<file path="src/rtl/issue_unit.sv">
// -----------------------------------------------------------------------------
// issue_unit
//
// In-order issue stage of the Tomasulo core. Accepts at most one decoded
// instruction per cycle from decode (ready/valid), allocates the ROB entry at
// the tail, renames the destination register to that ROB tag and reserves a
// slot in the adder, multiplier or branch reservation-station class. The unit
// owns the ROB head/tail pointers, the ROB occupancy count and the per-class
// reservation-station occupancy counters.
//
// Parameters
//   ROB_DEPTH  ROB entries (>= 2); TAG_W = $clog2(ROB_DEPTH)
//   RS_ADD     adder reservation-station slots
//   RS_MUL     multiplier reservation-station slots
//   RS_BCH     branch reservation-station slots
//   REG_W      architectural register index width
//   FUNC_W     opcode width
//
// Ports
//   clk1                   sole clock, rising edge
//   rst                    synchronous active-high reset
//   in_valid / in_ready    decode handshake (in_ready is combinational)
//   rs1, rs2, rd, func     decoded instruction fields
//   rob_commit             retire the ROB head entry
//   add_rel/mul_rel/bch_rel one slot of the class freed
//   iss_valid, iss_*       registered issue packet (one cycle per accept)
//   iss_tag, iss_cls       allocated ROB index, class (0 add, 1 mul, 2 branch)
//   rat_we/rat_rd/rat_tag  rename write, same cycle and tag as the packet
//   rob_head, rob_count    registered ROB head pointer and occupancy
//   stall_cnt              cycles with in_valid & !in_ready
//
// Build option
//   ISSUE_STALL_CNT_EN     when defined, stall_cnt is a saturating 16-bit
//                          counter; otherwise it is tied to 0.
// -----------------------------------------------------------------------------
module issue_unit #(
    parameter int ROB_DEPTH = 8,
    parameter int RS_ADD    = 2,
    parameter int RS_MUL    = 2,
    parameter int RS_BCH    = 2,
    parameter int REG_W     = 4,
    parameter int FUNC_W    = 4,
    localparam int TAG_W    = $clog2(ROB_DEPTH)
) (
    input  logic              clk1,
    input  logic              rst,
    input  logic              in_valid,
    output logic              in_ready,
    input  logic [REG_W-1:0]  rs1,
    input  logic [REG_W-1:0]  rs2,
    input  logic [REG_W-1:0]  rd,
    input  logic [FUNC_W-1:0] func,
    input  logic              rob_commit,
    input  logic              add_rel,
    input  logic              mul_rel,
    input  logic              bch_rel,
    output logic              iss_valid,
    output logic [REG_W-1:0]  iss_rs1,
    output logic [REG_W-1:0]  iss_rs2,
    output logic [REG_W-1:0]  iss_rd,
    output logic [FUNC_W-1:0] iss_func,
    output logic [TAG_W-1:0]  iss_tag,
    output logic [1:0]        iss_cls,
    output logic              rat_we,
    output logic [REG_W-1:0]  rat_rd,
    output logic [TAG_W-1:0]  rat_tag,
    output logic [TAG_W-1:0]  rob_head,
    output logic [TAG_W:0]    rob_count,
    output logic [15:0]       stall_cnt
);

    // One common counter width wide enough for the largest class.
    localparam int RS_MAX_AM = (RS_ADD > RS_MUL) ? RS_ADD : RS_MUL;
    localparam int RS_MAX    = (RS_MAX_AM > RS_BCH) ? RS_MAX_AM : RS_BCH;
    localparam int CNT_W     = $clog2(RS_MAX + 1);

    localparam logic [1:0] CLS_ADD = 2'd0;
    localparam logic [1:0] CLS_MUL = 2'd1;
    localparam logic [1:0] CLS_BCH = 2'd2;

    // 0000/0001 -> add, 0010/0011 -> mul, everything else -> branch.
    function automatic logic [1:0] decode_cls(input logic [FUNC_W-1:0] f);
        if (f < FUNC_W'(2))
            return CLS_ADD;
        else if (f < FUNC_W'(4))
            return CLS_MUL;
        else
            return CLS_BCH;
    endfunction

    // ROB pointer increment with wrap at ROB_DEPTH-1 (depth need not be 2^n).
    function automatic logic [TAG_W-1:0] ptr_next(input logic [TAG_W-1:0] p);
        return (p == TAG_W'(ROB_DEPTH - 1)) ? '0 : p + TAG_W'(1);
    endfunction

    // Class occupancy update. A release against an empty class is dropped so
    // the counter saturates at 0; accept plus release leaves it unchanged.
    function automatic logic [CNT_W-1:0] cnt_next(input logic [CNT_W-1:0] c,
                                                  input logic             inc,
                                                  input logic             rel);
        logic dec;
        dec = rel && (c != '0);
        case ({inc, dec})
            2'b10:   return c + CNT_W'(1);
            2'b01:   return c - CNT_W'(1);
            default: return c;
        endcase
    endfunction

    // ------------------------------------------------------------------
    // Stage p0: class decode and admission
    // ------------------------------------------------------------------
    logic [TAG_W-1:0] head_p0;
    logic [TAG_W-1:0] tail_p0;
    logic [TAG_W:0]   count_p0;
    logic [CNT_W-1:0] add_cnt_p0;
    logic [CNT_W-1:0] mul_cnt_p0;
    logic [CNT_W-1:0] bch_cnt_p0;

    logic [1:0] cls_p0;
    logic       cls_free_p0;
    logic       rob_room_p0;
    logic       accept_p0;
    logic       commit_p0;

    assign cls_p0 = decode_cls(func);

    always_comb begin
        cls_free_p0 = 1'b0;
        case (cls_p0)
            CLS_ADD: cls_free_p0 = add_cnt_p0 < CNT_W'(RS_ADD);
            CLS_MUL: cls_free_p0 = mul_cnt_p0 < CNT_W'(RS_MUL);
            default: cls_free_p0 = bch_cnt_p0 < CNT_W'(RS_BCH);
        endcase
    end

    // Admission looks at registered state only: a same-cycle commit or
    // release does not open a slot until the following cycle.
    assign rob_room_p0 = count_p0 < (TAG_W + 1)'(ROB_DEPTH);
    assign in_ready    = rob_room_p0 && cls_free_p0;
    assign accept_p0   = in_valid && in_ready;
    assign commit_p0   = rob_commit && (count_p0 != '0);

    // ------------------------------------------------------------------
    // Stage p1: ROB/RS bookkeeping and registered issue packet
    // ------------------------------------------------------------------
    logic              vld_p1;
    logic [REG_W-1:0]  rs1_p1;
    logic [REG_W-1:0]  rs2_p1;
    logic [REG_W-1:0]  rd_p1;
    logic [FUNC_W-1:0] func_p1;
    logic [TAG_W-1:0]  tag_p1;
    logic [1:0]        cls_p1;

    always_ff @(posedge clk1) begin
        if (rst) begin
            head_p0    <= '0;
            tail_p0    <= '0;
            count_p0   <= '0;
            add_cnt_p0 <= '0;
            mul_cnt_p0 <= '0;
            bch_cnt_p0 <= '0;
            vld_p1     <= 1'b0;
            rs1_p1     <= '0;
            rs2_p1     <= '0;
            rd_p1      <= '0;
            func_p1    <= '0;
            tag_p1     <= '0;
            cls_p1     <= '0;
        end else begin
            vld_p1 <= accept_p0;

            if (accept_p0) begin
                tail_p0 <= ptr_next(tail_p0);
                rs1_p1  <= rs1;
                rs2_p1  <= rs2;
                rd_p1   <= rd;
                func_p1 <= func;
                tag_p1  <= tail_p0;
                cls_p1  <= cls_p0;
            end

            if (commit_p0)
                head_p0 <= ptr_next(head_p0);

            case ({accept_p0, commit_p0})
                2'b10:   count_p0 <= count_p0 + (TAG_W + 1)'(1);
                2'b01:   count_p0 <= count_p0 - (TAG_W + 1)'(1);
                default: count_p0 <= count_p0;
            endcase

            add_cnt_p0 <= cnt_next(add_cnt_p0, accept_p0 && (cls_p0 == CLS_ADD), add_rel);
            mul_cnt_p0 <= cnt_next(mul_cnt_p0, accept_p0 && (cls_p0 == CLS_MUL), mul_rel);
            bch_cnt_p0 <= cnt_next(bch_cnt_p0, accept_p0 && (cls_p0 == CLS_BCH), bch_rel);
        end
    end

    assign iss_valid = vld_p1;
    assign iss_rs1   = rs1_p1;
    assign iss_rs2   = rs2_p1;
    assign iss_rd    = rd_p1;
    assign iss_func  = func_p1;
    assign iss_tag   = tag_p1;
    assign iss_cls   = cls_p1;

    // The rename write is the same registered event as the issue packet.
    assign rat_we    = vld_p1;
    assign rat_rd    = rd_p1;
    assign rat_tag   = tag_p1;

    assign rob_head  = head_p0;
    assign rob_count = count_p0;

`ifdef ISSUE_STALL_CNT_EN
    function automatic logic [15:0] sat_inc16(input logic [15:0] v);
        return (v == 16'hFFFF) ? v : v + 16'd1;
    endfunction

    logic [15:0] stall_p1;

    always_ff @(posedge clk1) begin
        if (rst)
            stall_p1 <= '0;
        else if (in_valid && !in_ready)
            stall_p1 <= sat_inc16(stall_p1);
    end

    assign stall_cnt = stall_p1;
`else
    assign stall_cnt = 16'd0;
`endif

endmodule

</file>
<file path="config.mk">
export PLATFORM = sky130hd
export DESIGN_NAME = issue_unit
export DESIGN_NICKNAME = d
export VERILOG_FILES = /design/src/rtl/issue_unit.sv
export SDC_FILE = /design/constraint.sdc
export NUM_CORES = 1
export LEC_CHECK = 0
export CAP_MARGIN = 25
export CORE_UTILIZATION = 45
export CTS_BUF_LIST = sky130_fd_sc_hd__clkbuf_8
export DETAILED_ROUTE_END_ITERATION = 10
export HOLD_SLACK_MARGIN = 0.15
export PLACE_DENSITY = 0.8
export SYNTH_ARGS = -nofsm -noshare
export SYNTH_HDL_FRONTEND = slang
export SYNTH_SLANG_ARGS = --single-unit
</file>
<file path="constraint.sdc">
create_clock -name clk1 -period 3.1 [get_ports clk1]
set_clock_uncertainty 0.05 [all_clocks]
set_input_delay 0.62 -clock clk1 [delete_from_list [all_inputs] [get_ports clk1]]
set_output_delay 0.62 -clock clk1 [all_outputs]
set_load 0.02 [all_outputs]
</file>
==> metrics.txt <==
# TYPE chip_impl_metric gauge
chip_impl_metric{name="grt_antenna_before_repair",unit=""} 0
chip_impl_metric{name="worst-endpoint-arrival",unit="ns"} 3.19
chip_impl_info{name="critPathTopFamily",value="simple AND/OR/NAND/NOR gates"} 1
chip_impl_metric{name="hold_path_depth",unit=""} 2
chip_impl_metric{name="rr_worst_depth",unit=""} 8
chip_impl_info{name="post_synth_most_frequent_cells",value="sky130_fd_sc_hd__dfxtp_1 (38), sky130_fd_sc_hd__buf_4 (26), sky130_fd_sc_hd__nand2b_1 (24)"} 1
chip_impl_info{name="cts_tree",value="yes"} 1
chip_impl_metric{name="num_vias",unit=""} 1648
chip_impl_metric{name="grt_pass1_wl",unit="mm"} 6.38
chip_impl_info{name="reg2reg_from",value="rob_count[2]"} 1
chip_impl_metric{name="reg2reg_setup_slack",unit="ns"} 0.22
chip_impl_metric{name="htree_num_levels",unit=""} 2
chip_impl_info{name="unrepaired_setup_endpoints_after_global_routing",value="no"} 1
chip_impl_metric{name="pin_count_of_the_biggest_net_entering_global_routing",unit=""} 59
chip_impl_metric{name="rel_slew_slack",unit=""} 0.444
chip_impl_metric{name="average_cell_area_after_synthesis",unit="um2"} 8.99
chip_impl_metric{name="antenna_violating_nets_post_route",unit=""} 0
chip_impl_metric{name="postSynthRegisterBits",unit=""} 38
chip_impl_metric{name="clock_power_share",unit=""} 0.259
chip_impl_metric{name="post-route-period-util",unit=""} 0.976
chip_impl_metric{name="postCtsResizedCells",unit=""} 3
chip_impl_metric{name="core",unit="um2"} 4090
chip_impl_metric{name="maxSlewViolCount",unit=""} 0
chip_impl_metric{name="cp_required",unit="ns"} 3.26
chip_impl_info{name="worst_r2r_end",value="rob_count[3]"} 1
chip_impl_metric{name="final_period_minus_worst_setup_slack",unit="ns"} 3.02
chip_impl_metric{name="netlist_cell_types",unit=""} 32
chip_impl_metric{name="ctsLongestPathBuffers",unit=""} 2
chip_impl_metric{name="drv.max_cap_violation_count",unit=""} 0
chip_impl_metric{name="floorplan.initialDensity",unit=""} 0.482
chip_impl_metric{name="core.rowCount",unit=""} 23
chip_impl_metric{name="design.portCount",unit=""} 77
chip_impl_metric{name="source_to_sink_clock_delay_at_the_later_pin_of_the_worst_skew_pair",unit="ns"} 0.28
chip_impl_metric{name="buffers_plus_inverters_on_the_worst_setup_path",unit=""} 2
chip_impl_metric{name="total_leakage_power",unit="nW"} 1.04
chip_impl_metric{name="drc",unit=""} 0
chip_impl_metric{name="power",unit="mW"} 1.98
chip_impl_metric{name="post_synth_inst_count",unit=""} 219
chip_impl_info{name="worst_hold_startpoint",value="iss_rs1[3]"} 1
chip_impl_metric{name="cts_buf_count",unit=""} 5
chip_impl_metric{name="design.die.area",unit="um2"} 4640
chip_impl_metric{name="routed_len_inst",unit="um"} 12.8
chip_impl_metric{name="insertedDiodeCount",unit=""} 0
chip_impl_metric{name="post_route_cells_drive_above_1_share",unit=""} 0.0975
chip_impl_info{name="path_cells",value="clkdlybuf4s50_1 > mux2_2 > o22ai_2 > and2_4 > inv_2 > ha_2 > ha_4 > nand3_1 > and3_1 > or4_1 > a21oi_1"} 1
chip_impl_info{name="worst_setup_path_start_kind",value="primary input"} 1
chip_impl_info{name="timing.hold.worst.class",value="reg2reg"} 1
chip_impl_metric{name="power.ir.vdd_worst",unit="mV"} 0.553
chip_impl_metric{name="layout.nets",unit=""} 310
chip_impl_metric{name="timing.final.setup_violations",unit=""} 0
chip_impl_metric{name="drt-vias-per-instance",unit=""} 5.04
chip_impl_metric{name="die_y",unit="um"} 68.1
chip_impl_metric{name="floorplan.die.width",unit="um"} 68.1
chip_impl_metric{name="drt_pass1_iterations",unit=""} 4
chip_impl_info{name="netlist.top_cell.by_area",value="sky130_fd_sc_hd__dfxtp_1"} 1
chip_impl_metric{name="drt_iter0_drc",unit=""} 69
chip_impl_metric{name="sw_frac_of_total",unit=""} 0.342
chip_impl_metric{name="path_clk_slew",unit="ns"} 0.07
chip_impl_info{name="slowest_stage",value="sky130_fd_sc_hd__clkdlybuf4s50_1"} 1
chip_impl_metric{name="share_comb_of_total_power",unit=""} 0.409
chip_impl_info{name="synth.most_common_cell",value="sky130_fd_sc_hd__dfxtp_1"} 1
chip_impl_metric{name="synth-seq-area-share",unit=""} 0.387
chip_impl_metric{name="wire_length_after_detailed_routing",unit="mm"} 4.19
chip_impl_info{name="whs_endpoint",value="iss_rs1[3]"} 1
chip_impl_metric{name="crit_cells",unit=""} 11
chip_impl_metric{name="power_frac_seq",unit=""} 0.332
chip_impl_metric{name="total_switching_power",unit="uW"} 678
chip_impl_info{name="synth_top_flop_cell",value="sky130_fd_sc_hd__dfxtp_1"} 1
chip_impl_info{name="critPathLaunch",value="func[1]"} 1
chip_impl_metric{name="place.port_buffers",unit=""} 60
chip_impl_metric{name="post_cts.repair.setup_buffers",unit=""} 0
chip_impl_metric{name="gpl.final_weighted_congestion",unit=""} 0.718
chip_impl_info{name="root_buffer",value="sky130_fd_sc_hd__clkbuf_8"} 1
chip_impl_metric{name="powerDensity",unit="nW/um2"} 735
chip_impl_metric{name="p_int",unit="mW"} 1.30
chip_impl_info{name="status",value="finished clean"} 1
chip_impl_metric{name="timing.critical_path.slowest_cell_delay",unit="ns"} 0.49
chip_impl_metric{name="clock-sinks",unit=""} 38
chip_impl_metric{name="max_clock_freq",unit="GHz"} 0.331
chip_impl_metric{name="timing_worst_slew_pin_value",unit="ns"} 0.824
chip_impl_metric{name="global_route.usage.total",unit=""} 0.187
chip_impl_metric{name="critPathMaxFanout",unit=""} 3
chip_impl_metric{name="dpl.hpwl",unit="mm"} 2.77
chip_impl_metric{name="timing.final.hold_violations",unit=""} 0
chip_impl_info{name="ys_top_cells_by_area",value="sky130_fd_sc_hd__dfxtp_1 (39%), sky130_fd_sc_hd__buf_4 (9.9%), sky130_fd_sc_hd__nand2b_1 (7.6%), sky130_fd_sc_hd__nand4b_1 (7.6%), sky130_fd_sc_hd__ha_1 (6.4%)"} 1
chip_impl_metric{name="holdBufCountCts",unit=""} 0
chip_impl_metric{name="number_of_global_route_vias_before_repair",unit=""} 1390
chip_impl_info{name="setup.worst_path.end_class",value="flop"} 1
chip_impl_metric{name="netlist.area_leader.share",unit=""} 0.387
chip_impl_metric{name="flow.area_growth_from_synthesis",unit="%"} 36.9
chip_impl_metric{name="cell_area_after_synthesis",unit="um2"} 1970
chip_impl_info{name="ws_path_type",value="in2reg"} 1
chip_impl_metric{name="final_area",unit="um2"} 2700
chip_impl_metric{name="async_reset_ff_frac",unit=""} 0
chip_impl_metric{name="placement.cell_area",unit="um2"} 2530
chip_impl_metric{name="globalRoute.totalOverflow",unit=""} 0
chip_impl_metric{name="synth-warning-count",unit=""} 0
chip_impl_metric{name="synth-edff-count",unit=""} 0
## area by class of cell
class	instances	area (um2)
fillers	356	1390
multi-input cells	155	1030
flip-flops and latches	38	761
repair buffers	71	682
clock buffers	6	82.6
well taps	50	62.6
clock inverters	2	60.1
inverters	5	18.8
## worst max path at each step
stage	endpoint
after CTS	rob_count[3]
final	rob_count[3]
after detailed placement	rob_count[3]
after global routing	rob_count[3]
after global placement	rob_count[3]
after floorplan	rob_count[3]
## layer usage
layer  GRT usage  wire, um  vias up
met4      0.0781        66        0
met1       0.233      1870      751
met5           0         0        -
met2       0.294      2010       66
li1            -         -      825
met3      0.0600       247        6
## registers in the layout, summed over array words and instances (netlist names)
signal,cells
iss_func,4
iss_rd,4
iss_rs1,4
iss_rs2,4
rob_count,4
iss_tag,3
rob_head,3
tail_p0,3
add_cnt_p0,2
bch_cnt_p0,2
iss_cls,2
mul_cnt_p0,2
iss_valid,1
## worst min-delay path, cell delays in order, from the launching register on
cell and delay (ns):
sky130_fd_sc_hd__dfxtp_1 0.31, sky130_fd_sc_hd__nand2b_1 0.06, sky130_fd_sc_hd__o21ai_0 0.06
## cell usage in the layout (no fill, tap or decap), types with 2 or more instances in the layout
cell / instances
sky130_fd_sc_hd__clkdlybuf4s50_1: 59
sky130_fd_sc_hd__dfxtp_1: 38
sky130_fd_sc_hd__nand2b_1: 24
sky130_fd_sc_hd__o21ai_0: 22
sky130_fd_sc_hd__nand4b_1: 17
sky130_fd_sc_hd__conb_1: 16
sky130_fd_sc_hd__nor2_1: 12
sky130_fd_sc_hd__a21oi_1: 11
sky130_fd_sc_hd__buf_4: 11
sky130_fd_sc_hd__ha_1: 8
sky130_fd_sc_hd__nand2_1: 6
sky130_fd_sc_hd__clkbuf_8: 6
sky130_fd_sc_hd__xor2_1: 5
sky130_fd_sc_hd__inv_1: 4
sky130_fd_sc_hd__or3_1: 4
sky130_fd_sc_hd__o21a_1: 3
sky130_fd_sc_hd__nand3_1: 3
sky130_fd_sc_hd__xnor2_1: 3
sky130_fd_sc_hd__mux2i_1: 3
sky130_fd_sc_hd__nor3_1: 3
sky130_fd_sc_hd__nor3b_1: 2
sky130_fd_sc_hd__bufinv_16: 2
## power groups by stage
| stage | Clock (mW) | Combinational (mW) | Sequential [mW] |
|---|---|---|---|
| CTS | 0.526 | 0.811 | 0.657 |
| global placement | 0 | 0.773 | 0.664 |
| finish | 0.513 | 0.811 | 0.658 |
| detailed placement | 0 | 0.787 | 0.665 |
| floorplan | 0 | 0.439 | 0.734 |
| global route | 0.554 | 0.892 | 0.670 |
## logic make-up after synthesis
logic type,after synthesis,synth area share
simple gates,75,0.236
compound gates,41,0.116
buf+inv,41,0.129
flops,38,0.387
fa+ha+maj,11,0.0737
xor+xnor,8,0.0356
mux,4,0.0210
other cells,1,0.00191
## per-stage QoR
step,setup WS (ns),std cells,hold WS (ns),TNS (ns),utilization
finish,0.0753,327,0.423,0,0.660
global placement,-0.217,319,0.411,-0.313,0.620
detailed placement,-0.323,319,0.414,-0.440,0.620
CTS,0.0250,327,0.427,0,0.659
global route,0.00484,327,0.447,0,0.660
floorplan,0.222,234,0.417,0,-
No activity file was read; power rests on OpenSTA's default activity.
